--- config.mk ---
export PLATFORM = sky130hd
export DESIGN_NAME = serial_add_sub
export DESIGN_NICKNAME = d
export VERILOG_FILES = /design/src/rtl/serial_add_sub_pkg.sv /design/src/rtl/serial_add_sub_fas_bit_cell.sv /design/src/rtl/serial_add_sub.sv
export SDC_FILE = /design/constraint.sdc
export NUM_CORES = 1
export LEC_CHECK = 0
export BUFFER_PORTS_ARGS = -buffer_cell sky130_fd_sc_hd__buf_2
export CELL_PAD_IN_SITES_DETAIL_PLACEMENT = 1
export CELL_PAD_IN_SITES_GLOBAL_PLACEMENT = 2
export CORE_UTILIZATION = 32
export CTS_CLUSTER_SIZE = 8
export DETAILED_ROUTE_END_ITERATION = 8
export GPL_TIMING_DRIVEN = 0
export PLACE_DENSITY_LB_ADDON = 0.05
export RECOVER_POWER = 25
export SETUP_SLACK_MARGIN = 0.5
export SYNTH_ARGS = -nofsm -noshare
export SYNTH_HDL_FRONTEND = slang
export SYNTH_SLANG_ARGS = --single-unit
--- constraint.sdc ---
create_clock -name clk -period 1.9 [get_ports clk]
set_clock_uncertainty 0.15 [all_clocks]
set_input_delay 0.19 -clock clk [delete_from_list [all_inputs] [get_ports clk]]
set_output_delay 0.19 -clock clk [all_outputs]
set_load 0.005 [all_outputs]
--- src/rtl/serial_add_sub_pkg.sv ---
// Shared types and constants for the bit-serial adder/subtractor.
package serial_add_sub_pkg;

  typedef enum logic [1:0] {
    IDLE = 2'd0,
    RUN  = 2'd1,
    DONE = 2'd2
  } state_e;

  localparam logic SEL_ADD = 1'b0;
  localparam logic SEL_SUB = 1'b1;

endpackage

--- src/rtl/serial_add_sub_fas_bit_cell.sv ---
// Combinational 1-bit full adder/subtractor: sum/difference and carry/borrow out.
module fas_bit_cell
  import serial_add_sub_pkg::*;
(
  input  logic a,
  input  logic b,
  input  logic c,
  input  logic sel,
  output logic sd,
  output logic cb
);

  always_comb begin
    sd = a ^ b ^ c;
    if (sel == SEL_SUB) cb = (~a & b) | (c & ~(a ^ b));
    else                cb = (a & b) | (c & (a ^ b));
  end

endmodule

--- src/rtl/serial_add_sub.sv ---
// Bit-serial WIDTH-bit add/subtract, LSB first, one bit per clock.
// Define SERIAL_ADD_SUB_OVF_EN to build the signed-overflow flag.
module serial_add_sub
  import serial_add_sub_pkg::*;
#(
  parameter int unsigned WIDTH = 8
) (
  input  logic             clk,
  input  logic             rst,
  input  logic             start,
  input  logic             sel,
  input  logic [WIDTH-1:0] a,
  input  logic [WIDTH-1:0] b,
  output logic             busy,
  output logic             done,
  output logic [WIDTH-1:0] result,
  output logic             cb,
  output logic             ovf
);

  localparam int unsigned   CW   = $clog2(WIDTH);
  localparam logic [CW-1:0] LAST = CW'(WIDTH - 1);

  state_e           state_q, state_d;
  logic [WIDTH-1:0] a_sh_q, a_sh_d;
  logic [WIDTH-1:0] b_sh_q, b_sh_d;
  logic [WIDTH-1:0] result_q, result_d;
  logic [CW-1:0]    cnt_q, cnt_d;
  logic             sel_q, sel_d;
  logic             c_q, c_d;
  logic             cb_q, cb_d;
  logic             busy_q, busy_d;
  logic             done_q, done_d;
  logic             accept, last_bit;
  logic             cell_sd, cell_cb;

  fas_bit_cell u_cell (
    .a  (a_sh_q[0]),
    .b  (b_sh_q[0]),
    .c  (c_q),
    .sel(sel_q),
    .sd (cell_sd),
    .cb (cell_cb)
  );

  always_comb begin
    accept   = (state_q == IDLE) && start;
    last_bit = (state_q == RUN) && (cnt_q == LAST);
  end

  always_comb begin
    state_d  = state_q;
    a_sh_d   = a_sh_q;
    b_sh_d   = b_sh_q;
    result_d = result_q;
    cnt_d    = cnt_q;
    sel_d    = sel_q;
    c_d      = c_q;
    cb_d     = cb_q;
    busy_d   = busy_q;
    done_d   = 1'b0;
    case (state_q)
      IDLE: begin
        if (start) begin
          a_sh_d  = a;
          b_sh_d  = b;
          sel_d   = sel;
          cnt_d   = '0;
          c_d     = 1'b0;
          busy_d  = 1'b1;
          state_d = RUN;
        end
      end
      RUN: begin
        a_sh_d   = a_sh_q >> 1;
        b_sh_d   = b_sh_q >> 1;
        result_d = {cell_sd, result_q[WIDTH-1:1]};
        c_d      = cell_cb;
        // Counter parks at LAST on the final bit so it never wraps.
        if (cnt_q == LAST) begin
          cb_d    = cell_cb;
          done_d  = 1'b1;
          state_d = DONE;
        end else begin
          cnt_d = cnt_q + CW'(1);
        end
      end
      DONE: begin
        busy_d  = 1'b0;
        state_d = IDLE;
      end
      default: state_d = IDLE;
    endcase
  end

  always_ff @(posedge clk) begin
    if (rst) begin
      state_q  <= IDLE;
      a_sh_q   <= '0;
      b_sh_q   <= '0;
      result_q <= '0;
      cnt_q    <= '0;
      sel_q    <= 1'b0;
      c_q      <= 1'b0;
      cb_q     <= 1'b0;
      busy_q   <= 1'b0;
      done_q   <= 1'b0;
    end else begin
      state_q  <= state_d;
      a_sh_q   <= a_sh_d;
      b_sh_q   <= b_sh_d;
      result_q <= result_d;
      cnt_q    <= cnt_d;
      sel_q    <= sel_d;
      c_q      <= c_d;
      cb_q     <= cb_d;
      busy_q   <= busy_d;
      done_q   <= done_d;
    end
  end

`ifdef SERIAL_ADD_SUB_OVF_EN
  logic a_msb_q, a_msb_d;
  logic b_msb_q, b_msb_d;
  logic ovf_q, ovf_d;

  always_comb begin
    a_msb_d = a_msb_q;
    b_msb_d = b_msb_q;
    ovf_d   = ovf_q;
    if (accept) begin
      a_msb_d = a[WIDTH-1];
      b_msb_d = b[WIDTH-1];
    end
    // The bit produced on the final edge is the result MSB.
    if (last_bit) begin
      if (sel_q == SEL_SUB) ovf_d = (a_msb_q != b_msb_q) && (cell_sd != a_msb_q);
      else                  ovf_d = (a_msb_q == b_msb_q) && (cell_sd != a_msb_q);
    end
  end

  always_ff @(posedge clk) begin
    if (rst) begin
      a_msb_q <= 1'b0;
      b_msb_q <= 1'b0;
      ovf_q   <= 1'b0;
    end else begin
      a_msb_q <= a_msb_d;
      b_msb_q <= b_msb_d;
      ovf_q   <= ovf_d;
    end
  end

  always_comb ovf = ovf_q;
`else
  always_comb ovf = 1'b0;
`endif

  always_comb begin
    busy   = busy_q;
    done   = done_q;
    result = result_q;
    cb     = cb_q;
  end

endmodule
After elaboration in Yosys (flattened, before gate mapping)
Cells that the tools add are included.
{"block": "totals", "regBits": 34, "input_bits": 20, "output_inout_bits": 12, "elab_cells": 54}
{"block": "op_classes", "n_addsub": 1, "n_eq_ne": 6, "n_mux": 16, "bitwise": 11, "n_reduce_logical": 10}
{"op": "case mux 8 bit (2 select lines)", "n": 2}
{"op": "2-to-1 mux 8 bit", "n": 2}
{"op": "AND reduction 2 bit", "n": 5}
{"op": "2-to-1 mux 3 bit", "n": 2}
{"op": "case mux 3 bit (2 select lines)", "n": 1}
{"op": "AND 1 bit", "n": 4}
{"op": "2-to-1 mux 1 bit", "n": 4}
{"op": "2-to-1 mux 2 bit", "n": 2}
{"op": "!= test 2 bit, second input constant", "n": 2}
{"op": "case mux 1 bit (2 select lines)", "n": 2}
{"op": "case mux 2 bit (2 select lines)", "n": 1}
{"op": "nonzero test 2 bit", "n": 2}
{"op": "adder 3 x 1 -> 3 bit, second input constant", "n": 1}
{"op": "== test 3 bit, second input constant", "n": 1}
{"op": "NOT 1 bit", "n": 3}
{"op": "AND reduction 3 bit", "n": 1}
{"op": "== test 2 x 1 -> 1 bit, second input constant", "n": 1}
{"op": "== test 2 bit, second input constant", "n": 1}
{"op": "zero test 2 bit", "n": 1}
{"op": "!= test 2 x 1 -> 1 bit, second input constant", "n": 1}
{"op": "OR 1 bit", "n": 2}
{"op": "OR reduction 2 bit", "n": 1}
{"op": "XOR 1 bit", "n": 2}

Longest topological paths before layout
{"block": "logic_depth", "depth_word": 6, "depth_mapped": 6, "depth_no_buf": 5}

By module
A second synthesis with hierarchy kept.
{"block": "unflattened", "cells_unflattened": 162, "hier_area_um2": 1535.2}
{"mod": "serial_add_sub", "instances": 1, "cells_each": 156, "area_each_um2": 1473.9, "seq_area_each_um2": 680.7}
{"mod": "fas_bit_cell", "instances": 1, "cells_each": 6, "area_each_um2": 61.3, "seq_area_each_um2": 0.0}

Worst setup path after synthesis
No wires, ideal clock.
{"block": "synth_path", "kind": "register to register", "start": "reg cnt_q[0]", "end": "reg cnt_q[0]", "setup_time_ns": 0.071, "arrival_time_ns": 1.227, "required_time_ns": 1.679, "path_slack_ns": 0.453, "stages_incl_launch_ff": 7, "n_path_buf": 1, "synth_period_minus_slack_ns": 1.447, "path_cell_list": "dfxtp_1 > ha_1 > ha_1 > clkbuf_1 > nor4b_1 > a31oi_1 > a21oi_1"}
{"block": "synth_via", "elab_chain_len": 3, "word_cells_on_any_way": 6, "classes_between": "add/sub: 1; eq/ne: 2; mux: 2; reduce/logical: 1"}
{"element": "from (decl)", "line": "serial_add_sub.sv:28", "source": "logic [CW-1:0] cnt_q, cnt_d;"}
{"element": "from (signal assigned)", "line": "serial_add_sub.sv:113", "source": "cnt_q <= cnt_d;"}
{"element": "adder 3 x 1 -> 3 bit / == test 3 bit (equally long branches)", "line": "serial_add_sub.sv:85, serial_add_sub.sv:80"}
{"element": "2-to-1 mux 3 bit / != test 2 bit (equally long branches)"}
{"element": "case mux 3 bit (2 select lines) / AND reduction 3 bit (equally long branches)"}
Parallel ways exist; a longest one is shown, timed or not. The select of a mux whose other input is x is not followed.
A chain may end at the register's enable or synchronous reset.

Worst setup path in the final report
{"block": "layout_path", "start": "reg cnt_q[0]", "end": "reg state_q[0]"}
{"block": "layout_via", "elab_chain_len": 3}
{"element": "== test 3 bit", "line": "serial_add_sub.sv:80", "source": "if (cnt_q == LAST) begin"}
{"element": "!= test 2 x 1 -> 1 bit (no source line)"}
{"element": "AND reduction 2 bit (no source line)"}
{"element": "to (signal assigned)", "line": "serial_add_sub.sv:109", "source": "state_q <= state_d;"}
{"element": "to (decl)", "line": "serial_add_sub.sv:24", "source": "state_e state_q, state_d;"}
No other way between the ends.

==> flow_summary.yaml <==
timing:
  fin_hold_ws_ns: 0.005220
  rsz0062_at_grt: "yes"
  tightest_slew_ns: 0.6174
  relSlewSlack_pct: 58.84
  fmax_ghz: 0.7130
  drv_slew: 0
  layout_setup_ws_ns: 0.4976
  fin_crit_sh_pct: 73.81
  hold_viol: 0
  finalSetupViolCount: 0
  tns_ns: 0
  period_minus_slack_ns: 1.402
critical_path:
  reg2reg_from: "cnt_q[0]"
  path_common_cell: "ha_4"
  cp-endpoint: "state_q[0]"
  worstPathArrival_ns: 1.46
  critPathKind: "flip-flop to flip-flop"
  rr_endpoint: "state_q[0]"
  cp-start-kind: "flip-flop"
  cp_max_fo: 6
  slowest_stage: "dfxtp_2"
  cpPeakStageDelay_ns: 0.34
  critical_path.endpoint_type: "flip-flop"
  required_ns: 1.96
  rr_worst_depth: 7
  startpoint: "cnt_q[0]"
  r2r_slack_ns: 0.50
  path_cells: "ha_4, ha_4, buf_8, buf_12, nor2b_1, a21oi_1, nor3_1"
power_and_ir_drop:
  p_per_area_mw_per_mm2: 772.9
  vdd_drop_max_mv: 0.3543
  pwr-share-clk_pct: 32.7
  p_switching_w: 0.0004140
  combPwrFrac_pct: 16.4
  total_power_w: 0.001542
  pwr-share-seq_pct: 50.9
  p_leak_nw: 0.7917
  power_switching_share_pct: 26.84
  power.internal_w: 0.001128
routing:
  drtAntennaViolNets: 0
  met2_length_mm: 2.082
  first_pass_iters: 6
  vias: 1322
  dr.max_layer_used: "met4"
  routed_via_density: 5.085
  wl_met3_um: 175
  drc: 2
  wl_mm: 4.049
  wl_per_cell_um: 15.57
  wl_met1_mm: 1.737
  drt-initial-drc-count: 26
clocking:
  clk_path_buf_depth: 2
  cts_buffers: 5
  worstSkewPairLatency_ns: 0.28
  tritoncts: "built"
  path_clk_slew_ns: 0.07
  cts.sinks: 34
  cts_root_buffer: "clkbuf_8"
  htreeDepth: 2
place:
  hpwl_mm: 2.761
  gp_congestion: 0.7310
  pre_cts_ws_ns: 0.4115
  portBuffers: 29
global_routing:
  overflow: 0
  grt_usage_pct: 16.78
  grt_pass1_vias: 1362
  grt_pass1_wl_mm: 6.423
  grt_max_degree: 11
  antenna_found_initial: 0
die:
  rows: 24
  core_region_area_sq_mm: 0.004474
  die_area_sq_mm: 0.005082
  start_util_pct: 34.34
  die_w_um: 71.29
  die_h_um: 71.29
  io_pins: 32
synth:
  yosys-top-cells-count: "34 x dfxtp_1, 22 x nand2_1, 19 x nor2_1"
  synthCells: 166
  yosys-top-cells-area: "dfxtp_1 44%, mux2i_1 9.8%, nand2_1 5.4%"
  synth-async-reset-ratio_pct: 0
  ys_warn_count: 0
  yosys.area.top_type_share_pct: 44.30
  ys_ff_latch: 34
  synthesis.nets: 190
  synth_top_area_cell: "dfxtp_1"
  syn_area_per_cell_sq_um: 9.256
  synth-edff-count: 0
  ys_seq_area_share_pct: 44.30
  synth_ff_type: "dfxtp_1"
  synth_cell_type_count: 29
  syn_area_sq_mm: 0.001536
  synth.most_common_cell: "dfxtp_1"
final_layout:
  multi_input_area_sq_um: 830.8
  n_fill_cell: 538
  antennaDiodeCount: 0
  fin_nets: 232
  utilization_pct: 44.60
  post_route_cells_drive_above_1_share_pct: 37.02
  syn_to_final_growth_pct: 29.89
  register_area_sq_um: 686.9
status:
  violations: "DRC"
  status: "complete, but fails checks"
run:
  drv_cap: 0
min_path:
  hp-class: "input pin to flip-flop"
[worst min path at each step]
stage	from	end	slack, ns	cells after the start
6_report	rst	b_sh_q[0]	0.005	2
2_1_floorplan	sel	sel_q	0.19	2
3_5_place_dp	sel	sel_q	0.31	3
4_1_cts	rst	b_sh_q[0]	-0.003	2
3_3_place_gp	sel	sel_q	0.29	3
5_1_grt	rst	b_sh_q[0]	0.01	2
[metal layers]
metal  vias up  GRT usage [%]
li1        652              -
met1       639          18.89
met2        24          29.84
met3         7          4.923
met4         0          6.444
met5         -              0
[critical path: cells and delay by family, from the launching register on]
| kind | cells | cell delay [ns] |
|---|---|---|
| compound gates | 1 | 0.05 |
| fa+ha+maj | 2 | 0.31 |
| buf+inv | 2 | 0.25 |
| flops | 1 | 0.34 |
| simple gates | 2 | 0.23 |
[power by group through the flow]
stage                     Combinational [W]  Sequential (W)  Clock, W
final                              0.000253        0.000785  0.000505
after global routing               0.000276        0.000789  0.000558
after CTS                          0.000239        0.000783  0.000528
after detailed placement           0.000226        0.000798         0
after global placement             0.000216        0.000794         0
after floorplan                    0.000163        0.000791         0
[sequential cells by signal, summed over array words and instances, names as in the netlist]
signal and flops:
cb 1, result 8, state_q 2, a_sh_q 8
busy 1, done 1, sel_q 1, c_q 1
b_sh_q 8, cnt_q 3
[cell usage in the layout (no fill, tap or decap), types with 2 or more instances in the layout]
cell      instances
dfxtp_1          29
buf_2            28
nand2_1          21
nor2_1           18
a21oi_1          14
mux2i_1          13
buf_4             9
clkbuf_1          8
a211oi_1          8
a211oi_2          7
nand3_1           5
dfxtp_2           5
clkbuf_8          5
buf_6             4
a31oi_1           3
inv_1             2
buf_8             2
mux2i_2           2
nor2b_1           2
fa_2              2
ha_4              2
[timing repair]
action                                 4_1_cts  5_1_grt
pin swaps                                    3        8
setup endpoints to repair                    7       19
endpoints found under the hold margin        1        0
gates resized for setup                     13       16
buffers inserted                             3        3
[through the flow]
stage               instance area [sq um]  cells
finish                               1996    260
global route                         1996    260
CTS                                  1929    257
detailed placement                   1764    247
global placement                     1764    247
floorplan                            1554    166
[cell type report]
cell class	count	share of cell area [%]
Buffer	15	6.270
Timing Repair Buffer	35	10.03
Sequential cell	34	34.42
Inverter	3	0.5643
Multi-Input combinational cell	114	41.63
Tap cell	52	3.260
Clock buffer	7	3.824
[kinds of logic (layout without fill, tap and decap cells)]
family | Yosys count | in the layout | share of synthesized area, %
and+or+nand+nor | 55 | 55 | 15.47
buffers and inverters | 18 | 60 | 7.736
other | 1 | 1 | 0.2441
DFF | 34 | 34 | 44.30
AOI/OAI and AO/OA | 39 | 39 | 18.24
adders and majority gates | 4 | 4 | 4.234
muxes | 15 | 15 | 9.772
Power figures use the tool's default switching activity.
